`config.mk`:
```
export PLATFORM = sky130hd
export DESIGN_NAME = clk_div_cfg_ctrl_flat
export DESIGN_NICKNAME = d
export VERILOG_FILES = /design/src/rtl/clk_div_cfg_ctrl_if.sv /design/src/rtl/clk_div_cfg_ctrl.sv /design/src/flat_wrapper.sv
export SDC_FILE = /design/constraint.sdc
export NUM_CORES = 1
export LEC_CHECK = 0
export CORE_MARGIN = 3
export CORE_UTILIZATION = 45
export CTS_CLUSTER_SIZE = 14
export DETAILED_ROUTE_END_ITERATION = 12
export GPL_TIMING_DRIVEN = 0
export PLACE_DENSITY = 0.76
export SLEW_MARGIN = 20
export SYNTH_ARGS = -nofsm -noshare
export SYNTH_HDL_FRONTEND = slang
export SYNTH_SLANG_ARGS = --single-unit
```
`constraint.sdc`:
```
create_clock -name i_ref_clk -period 2 [get_ports i_ref_clk]
set_clock_uncertainty 0.15 [all_clocks]
set_input_delay 0.4 -clock i_ref_clk [delete_from_list [all_inputs] [get_ports i_ref_clk]]
set_output_delay 0.4 -clock i_ref_clk [all_outputs]
set_load 0.01 [all_outputs]
```
`src/rtl/clk_div_cfg_ctrl_if.sv`:
```
// ---------------------------------------------------------------------------
// clk_div_cfg_ctrl_if
//   Bundles the ratio-change controller's request/grant and divider-control
//   signals. Clock and reset stay outside as plain ports.
//
//   req[1:0]    ratio-change request per requester (level, held until gnt)
//   ratio0/1    ratio requested by requester 0 / 1
//   div_phase   divider's internal divided-clock register
//   gnt[1:0]    one-hot, one-cycle grant pulse
//   div_ratio   ratio driven to the divider
//   clk_en      divider enable
//   busy        controller is sequencing (not idle)
//   locked      current ratio is applied and settled
//   err         sticky low-phase wait timeout flag
//
//   master : requesters / divider side (drives requests and phase)
//   slave  : the controller
// ---------------------------------------------------------------------------
interface clk_div_cfg_ctrl_if;
  logic [1:0] req;
  logic [7:0] ratio0;
  logic [7:0] ratio1;
  logic       div_phase;
  logic [1:0] gnt;
  logic [7:0] div_ratio;
  logic       clk_en;
  logic       busy;
  logic       locked;
  logic       err;

  modport master (
    output req, ratio0, ratio1, div_phase,
    input  gnt, div_ratio, clk_en, busy, locked, err
  );

  modport slave (
    input  req, ratio0, ratio1, div_phase,
    output gnt, div_ratio, clk_en, busy, locked, err
  );
endinterface

```
`src/rtl/clk_div_cfg_ctrl.sv`:
```
// ---------------------------------------------------------------------------
// clk_div_cfg_ctrl
//   Ratio-change controller for the system clock divider. Two requesters are
//   arbitrated round-robin; each accepted change is sequenced as: wait for
//   the divided clock's low phase, drop the divider enable, load the new
//   ratio, re-enable and let the divider settle.
//
//   Ports:
//     i_ref_clk  reference clock (same clock as the divider)
//     i_rst_n    asynchronous, active-low reset
//     bus        clk_div_cfg_ctrl_if.slave (requests, grant, divider control)
//
//   Optional feature, macro CLK_DIV_CTRL_TIMEOUT_EN:
//     defined   -> WAIT_LOW gives up after WAIT_TO cycles, proceeds to GATE
//                  and sets the sticky err flag.
//     undefined -> WAIT_LOW waits indefinitely; err is tied low.
// ---------------------------------------------------------------------------
module clk_div_cfg_ctrl #(
  parameter logic [7:0] RST_RATIO  = 8'd2,
  parameter int         HOLD_CYC   = 4,
  parameter int         SETTLE_CYC = 16
`ifdef CLK_DIV_CTRL_TIMEOUT_EN
  ,
  parameter int         WAIT_TO    = 255
`endif
) (
  input logic               i_ref_clk,
  input logic               i_rst_n,
  clk_div_cfg_ctrl_if.slave bus
);

  localparam logic [2:0] S_IDLE     = 3'd0;
  localparam logic [2:0] S_CHECK    = 3'd1;
  localparam logic [2:0] S_WAIT_LOW = 3'd2;
  localparam logic [2:0] S_GATE     = 3'd3;
  localparam logic [2:0] S_LOAD     = 3'd4;
  localparam logic [2:0] S_SETTLE   = 3'd5;

  // One shared counter serves GATE, SETTLE and (optionally) WAIT_LOW.
  localparam int BASE_MAX = (HOLD_CYC > SETTLE_CYC) ? HOLD_CYC : SETTLE_CYC;
`ifdef CLK_DIV_CTRL_TIMEOUT_EN
  localparam int CNT_MAX  = (WAIT_TO > BASE_MAX) ? WAIT_TO : BASE_MAX;
`else
  localparam int CNT_MAX  = BASE_MAX;
`endif
  localparam int CNT_W    = $clog2(CNT_MAX + 1);

  logic [2:0]       state;
  logic [CNT_W-1:0] cnt;
  logic             ptr;
  logic             winner;
  logic [7:0]       pend_ratio;
  logic [1:0]       gnt_q;
  logic [7:0]       ratio_q;
  logic             clk_en_q;
  logic             locked_q;

  // The pointer holds priority on a tie; otherwise whoever is requesting wins.
  // NOTE: assign a default first in always_comb so no path leaves the
  // variable unassigned, which would infer a latch.
  always_comb begin
    winner = ptr;
    if (!bus.req[ptr]) winner = ~ptr;
  end

`ifdef CLK_DIV_CTRL_TIMEOUT_EN
  logic err_q;
`endif

  // NOTE: every register, including the pend_ratio data holder, is reset so
  // an asynchronous reset mid-sequence discards any pending change cleanly.
  always_ff @(posedge i_ref_clk or negedge i_rst_n) begin
    if (!i_rst_n) begin
      state      <= S_SETTLE;
      cnt        <= '0;
      ptr        <= 1'b0;
      pend_ratio <= RST_RATIO;
      gnt_q      <= '0;
      ratio_q    <= RST_RATIO;
      clk_en_q   <= 1'b0;
      locked_q   <= 1'b0;
`ifdef CLK_DIV_CTRL_TIMEOUT_EN
      err_q      <= 1'b0;
`endif
    end else begin
      // NOTE: non-blocking assignments throughout so every register samples
      // the pre-edge values, independent of statement order.
      gnt_q <= '0;
      case (state)
        S_IDLE: begin
          if (|bus.req) begin
            pend_ratio <= winner ? bus.ratio1 : bus.ratio0;
            gnt_q      <= winner ? 2'b10 : 2'b01;
            ptr        <= ~winner;
            state      <= S_CHECK;
          end
        end
        S_CHECK: begin
          if (pend_ratio == ratio_q) begin
            state <= S_IDLE;
          end else begin
            locked_q <= 1'b0;
            cnt      <= '0;
            // A bypassed divider (ratio 0/1) has no divided phase to wait on.
            state    <= (ratio_q < 8'd2) ? S_GATE : S_WAIT_LOW;
          end
        end
        S_WAIT_LOW: begin
          if (!bus.div_phase) begin
            state <= S_GATE;
            cnt   <= '0;
          end
`ifdef CLK_DIV_CTRL_TIMEOUT_EN
          else if (cnt == CNT_W'(WAIT_TO - 1)) begin
            state <= S_GATE;
            cnt   <= '0;
            err_q <= 1'b1;
          end else begin
            cnt <= cnt + 1'b1;
          end
`endif
        end
        S_GATE: begin
          clk_en_q <= 1'b0;
          if (cnt == CNT_W'(HOLD_CYC - 1)) begin
            // Ratio updates on the GATE->LOAD edge, with the enable already low.
            ratio_q <= pend_ratio;
            state   <= S_LOAD;
          end else begin
            cnt <= cnt + 1'b1;
          end
        end
        S_LOAD: begin
          clk_en_q <= (ratio_q >= 8'd2);
          cnt      <= '0;
          state    <= S_SETTLE;
        end
        S_SETTLE: begin
          clk_en_q <= (ratio_q >= 8'd2);
          if (cnt == CNT_W'(SETTLE_CYC - 1)) begin
            locked_q <= 1'b1;
            state    <= S_IDLE;
          end else begin
            cnt <= cnt + 1'b1;
          end
        end
        default: begin
          state <= S_SETTLE;
          cnt   <= '0;
        end
      endcase
    end
  end

  assign bus.gnt       = gnt_q;
  assign bus.div_ratio = ratio_q;
  assign bus.clk_en    = clk_en_q;
  assign bus.busy      = (state != S_IDLE);
  assign bus.locked    = locked_q;
`ifdef CLK_DIV_CTRL_TIMEOUT_EN
  assign bus.err       = err_q;
`else
  assign bus.err       = 1'b0;
`endif

endmodule

```
`src/flat_wrapper.sv`:
```
// flat-port wrapper written by rule: the top's interface ports become plain ports
module clk_div_cfg_ctrl_flat 
#(
  parameter logic [7:0] RST_RATIO  = 8'd2,
  parameter int         HOLD_CYC   = 4,
  parameter int         SETTLE_CYC = 16

)
  (i_ref_clk, i_rst_n, bus_req, bus_ratio0, bus_ratio1, bus_div_phase, bus_gnt, bus_div_ratio, bus_clk_en, bus_busy, bus_locked, bus_err);
  clk_div_cfg_ctrl_if bus_i ();
  input logic i_ref_clk;
  input logic i_rst_n;
  input wire logic [$bits(bus_i.req)-1:0] bus_req;
  input wire logic [$bits(bus_i.ratio0)-1:0] bus_ratio0;
  input wire logic [$bits(bus_i.ratio1)-1:0] bus_ratio1;
  input wire logic [$bits(bus_i.div_phase)-1:0] bus_div_phase;
  output wire logic [$bits(bus_i.gnt)-1:0] bus_gnt;
  output wire logic [$bits(bus_i.div_ratio)-1:0] bus_div_ratio;
  output wire logic [$bits(bus_i.clk_en)-1:0] bus_clk_en;
  output wire logic [$bits(bus_i.busy)-1:0] bus_busy;
  output wire logic [$bits(bus_i.locked)-1:0] bus_locked;
  output wire logic [$bits(bus_i.err)-1:0] bus_err;
  assign bus_i.req = bus_req;
  assign bus_i.ratio0 = bus_ratio0;
  assign bus_i.ratio1 = bus_ratio1;
  assign bus_i.div_phase = bus_div_phase;
  assign bus_gnt = bus_i.gnt;
  assign bus_div_ratio = bus_i.div_ratio;
  assign bus_clk_en = bus_i.clk_en;
  assign bus_busy = bus_i.busy;
  assign bus_locked = bus_i.locked;
  assign bus_err = bus_i.err;
  clk_div_cfg_ctrl #(.RST_RATIO(RST_RATIO), .HOLD_CYC(HOLD_CYC), .SETTLE_CYC(SETTLE_CYC)) u_core (.i_ref_clk(i_ref_clk), .i_rst_n(i_rst_n), .bus(bus_i));
endmodule
```
After elaboration in Yosys (flattened, before gate mapping) --
Cells that the tools add are included.
Operators by class: add/sub/neg operators 1, order comparisons 3, equality and inequality tests 15, mux-type cells 23, bitwise operators 3, reductions and logical operators 11
Operators by type and width (number):
- case mux 5 bit (5 select lines) | 1
- 2-to-1 mux 5 bit | 4
- 2-to-1 mux 3 bit | 5
- case mux 3 bit (5 select lines) | 1
- == test 8 bit | 1
- >= comparator 8 x 2 -> 1 bit, second input constant | 1
- less-than comparator 8 x 2 -> 1 bit, second input constant | 1
- 2-to-1 mux 8 bit | 1
- != test 2 bit, second input constant | 4
- == test 3 x 2 -> 1 bit, second input constant | 2
- == test 3 bit, second input constant | 2
- 2-to-1 mux 1 bit | 6
- 2-to-1 mux 2 bit | 3
- != test 2 x 1 -> 1 bit, second input constant | 3
- adder 5 x 1 -> 5 bit, second input constant | 1
- == test 5 x 2 -> 1 bit, second input constant | 1
- == test 5 x 4 -> 1 bit, second input constant | 1
- AND reduction 5 bit | 1
- case mux 1 bit (2 select lines) | 2
- AND reduction 2 bit | 2
- AND reduction 4 bit | 1
- nonzero test 2 bit | 2
- OR reduction 2 bit | 2
- == test 3 x 1 -> 1 bit, second input constant | 1
- 5 further kinds | 7
Storage, ports and cells: register bits 29, input port bits 21, output and inout bits 14

Longest topological paths before layout --
depth in word-level cells 6, mapped depth 7

Worst setup path before layout --
Ideal clock, no wire load.
kind flip-flop to flip-flop, start register u_core.cnt[0], end register u_core.cnt[1], library setup time 69 ps, arrival time 1856 ps, data required time 1781 ps, setup slack -76 ps, cell stages (with the launch flop) 8, buffers on the path 0, period minus slack after synthesis 2076 ps, cell sequence dfrtp_1 -> ha_1 -> and3_1 -> ha_1 -> nand4b_1 -> o311ai_1 -> or4b_1 -> nand3_1
Between the ends: longest elaborated chain between the ends 3
RTL lines:
- from (decl) | RTL line clk_div_cfg_ctrl.sv:49 | logic [CNT_W-1:0] cnt;
- from (signal assigned) | RTL line clk_div_cfg_ctrl.sv:130 | cnt <= cnt + 1'b1;
- from (signal assigned) | RTL line clk_div_cfg_ctrl.sv:144 | cnt <= cnt + 1'b1;
- adder 5 x 1 -> 5 bit, or another cell as far along | RTL line clk_div_cfg_ctrl.sv:130, clk_div_cfg_ctrl.sv:144
- 2-to-1 mux 5 bit, or another cell as far along | RTL line clk_div_cfg_ctrl.sv:140 | if (cnt == CNT_W'(SETTLE_CYC - 1)) begin
- case mux 5 bit (5 select lines) or AND reduction 5 bit (tied branches)
Several ways; a longest one is shown, not always the timed one. The select of a mux whose other input is x is not followed. A chain may end at the register's enable or synchronous reset.

Worst setup path after layout --
start register u_core.cnt[1], end register u_core.ratio_q[4] (netlist: u_core.bus.div_ratio[4])
Between the ends: longest elaborated chain between the ends 2
RTL lines:
- == test 5 x 2 -> 1 bit | RTL line clk_div_cfg_ctrl.sv:125 | if (cnt == CNT_W'(HOLD_CYC - 1)) begin
- AND reduction 2 bit (no line)
- to (signal assigned) | RTL line clk_div_cfg_ctrl.sv:127 | ratio_q <= pend_ratio;
- to (decl) | RTL line clk_div_cfg_ctrl.sv:54 | logic [7:0] ratio_q;
Every way passes these cells.

==> impl_metrics.yaml <==
critical_path:
  cp_max_fo: 5
  cp-start-kind: "register"
  crit_buf_inv: 1
  cp.arrival_ps: 2160
  ff2ff_setup_slack_ps: -90
  max_stage_delay_ps: 490
  worstSetupEndpointType: "register"
  critical_path_required_ps: 2060
  cpMaxStageDelayCell: "or4b_4"
  r2r-start: "u_core.cnt[1]"
  crit_path_cell_trace: "ha_2 > or4b_4 > nor3_4 > buf_6 > mux2_4"
  timing.rr.end: "u_core.bus.div_ratio[4]"
  rr_worst_depth: 5
  cp_top_family: "simple AND/OR/NAND/NOR gates"
  path_class: "reg -> reg"
min_path:
  hold-path-cell-count: 2
  worst_hold_path.endpoint: "u_core.bus.locked"
  holdCritPathClass: "reg -> reg"
  hold_path.startpoint: "u_core.bus.locked"
placement:
  place_congestion: 1.02
  detailed_place_hpwl_um: 2470
  dpl_worst_slack_ps: -208
  placed_area_mm2: 0.00194
  port-buffer-count: 33
status:
  status: "finished with violations"
  violations: "setup timing"
grt:
  grt-ovfl-total: 0
  first_global_vias: 1294
  grt_first_pass_wirelength_um: 6220
  grt_max_degree: 30
  antenna_found_initial: 0
  grt_usage_pct: 19.1
synthesis:
  synth_top_cells_by_area: "dfrtp_1 (41%), dfstp_2 (6.8%), mux2_2 (5.8%), a21oi_1 (5.2%), mux2i_1 (5.2%)"
  yosysWarningCount: 0
  netlist.area_leader.share_pct: 40.6
  synth-seq-area-share_pct: 47.4
  syn_nets: 169
  async_reset_ff_share_pct: 100
  avgSynthCellArea_um2: 10.6
  yosysUniqueCellTypes: 48
  netlist_area_mm2: 0.00154
  synth_top_area_cell: "dfrtp_1"
  syn_inst: 146
  ys_ff_latch: 29
  synth-edff-count: 0
  synth_flop_cell: "dfrtp_1"
final_layout:
  mostFrequentLayoutCells: "clkdlybuf4s50_1 (30), dfrtp_1 (24), a21oi_1 (16)"
  diodes: 0
  nets: 224
  area_growth_pct: 43.6
  nFillCells: 251
  final_common_cell: "clkdlybuf4s50_1"
  multiInputGateArea_um2: 861
  final_util_pct: 70.3
  final_cell_area_mm2: 0.00222
  drive_gt1_share_pct: 29.7
  seqCellArea_um2: 732
pwr:
  ir_worst_vdd_mv: 0.732
  power_w: 0.00308
  powerDensity_mw_per_mm2: 1390
  leakagePower_nw: 0.939
routing:
  wire_per_inst_um: 14.7
  vias: 1317
  finalWirelength_um: 3620
  dr.pass1.iters: 4
  ant_nets: 0
  via_per_inst: 5.35
  drt_iter0_drc: 105
  remaining_drc_errors: 0
sta:
  max_slew_margin_pct: 48.0
  worst_slack_ps: -92.8
  fmax_mhz: 478
  tightest_slew_ps: 765
  slew_viol_final: 0
  fin_crit_sh_pct: 105
  setup_tns_ps: -731
  hold_viol_final: 0
  rsz0062_at_grt: "yes"
  setup_viol: 11
  period_needed_ps: 2090
clock_tree:
  clk_latency_ps: 330
  cts_tree: "built"
  cts.path.max_buffers: 2
  cts_root_buffer: "clkbuf_4"
  cts.sinks: 29
  cts_buffers: 5
  clk_pin_slew_ps: 90
  cts_max_level: 2
floorplan:
  die_y_um: 64.6
  fp.coreArea_mm2: 0.00315
  die_w_um: 64.6
  placementRows: 20
  io_pins: 35
  initial_core_util_pct: 48.9
  fp.dieArea_mm2: 0.00417
run:
  maxCapViolations: 0
==> sequential cells by signal (all words and copies together), names as in the netlist, named ones only <==
register              count
u_core.bus.locked         1
u_core.cnt                5
u_core.bus.clk_en         1
u_core.bus.gnt            2
u_core.bus.div_ratio      8
u_core.state              2
u_core.ptr                1
u_core.pend_ratio         8
==> cell families after synthesis <==
group,Yosys count,share of synthesized area (%)
AO/OA/AOI/OAI,31,12.7
XOR/XNOR,9,5.11
adder cells (fa/ha/maj),2,1.62
buffers and inverters,14,4.46
flip-flops,29,47.4
multiplexers,17,11.9
other,1,0.243
AND/OR/NAND/NOR,43,16.6
==> power breakdown <==
group | switching (W) | leakage, nW | internal, W | total, W
clock | 0.000199 | 0.0320 | 0.000134 | 0.000332
combinational | 0.000751 | 0.562 | 0.000870 | 0.00162
sequential | 0.000261 | 0.345 | 0.000867 | 0.00113
==> worst max-delay path by stage <==
stage                       start  slack, ps                 endpoint  cells past startpoint
floorplan           u_core.cnt[0]        -10  u_core.bus.div_ratio[0]                      5
global placement       bus_req[0]       -170     u_core.pend_ratio[4]                      5
detailed placement     bus_req[0]       -210     u_core.pend_ratio[3]                      5
CTS                 u_core.cnt[0]       -100  u_core.bus.div_ratio[4]                      5
global route        u_core.cnt[0]       -150            u_core.cnt[4]                      7
finish              u_core.cnt[1]        -90  u_core.bus.div_ratio[4]                      5
==> Yosys cell counts (2+ instances only) <==
| master | n |
|---|---|
| or4_1 | 2 |
| or3_1 | 2 |
| mux2_2 | 8 |
| nand2_1 | 2 |
| mux2i_1 | 8 |
| inv_1 | 7 |
| a21oi_1 | 16 |
| nand4_1 | 2 |
| nor3_1 | 4 |
| nand3_1 | 2 |
| o21ai_0 | 3 |
| dfrtp_1 | 25 |
| ha_1 | 2 |
| dfstp_2 | 4 |
| nor2_1 | 13 |
| xor2_1 | 8 |
| nor4_1 | 3 |
| nor2_2 | 2 |
| buf_2 | 4 |
==> timing repair <==
action                                 CTS  global route
setup endpoints to repair               18            19
gates cloned                             1             0
gates resized for setup                 20            11
setup buffers                            8             5
pin swaps                                7             6
endpoints found under the hold margin   25             0
hold buffers                             1             0
==> metal layers <==
layer | routed length, um | up-vias | track usage (%)
li1 | - | 638 | -
met1 | 1490 | 621 | 23.2
met2 | 1870 | 47 | 32.6
met3 | 197 | 11 | 5.72
met4 | 63 | 0 | 5.80
met5 | 0 | - | 0
==> through the flow <==
step                instances  hold WS [ps]
global route              246           437
CTS                       241           394
floorplan                 146         -45.6
finish                    246           389
detailed placement        223           311
global placement          223           367
==> cell type report <==
cell class / count / area share, %
inverters: 7 / 1.19
plain buffers: 7 / 2.20
multi-input cells: 103 / 38.8
clock buffers: 6 / 1.86
flip-flops and latches: 29 / 33.0
repair buffers: 48 / 19.9
clock inverters: 2 / 0.452
well taps: 44 / 2.48
==> worst min-delay path, stage by stage, from the launching register on <==
cell and delay [ps]:
dfrtp_1 380, inv_1 50, o21ai_0 70
(Power assumes the default switching activity.)
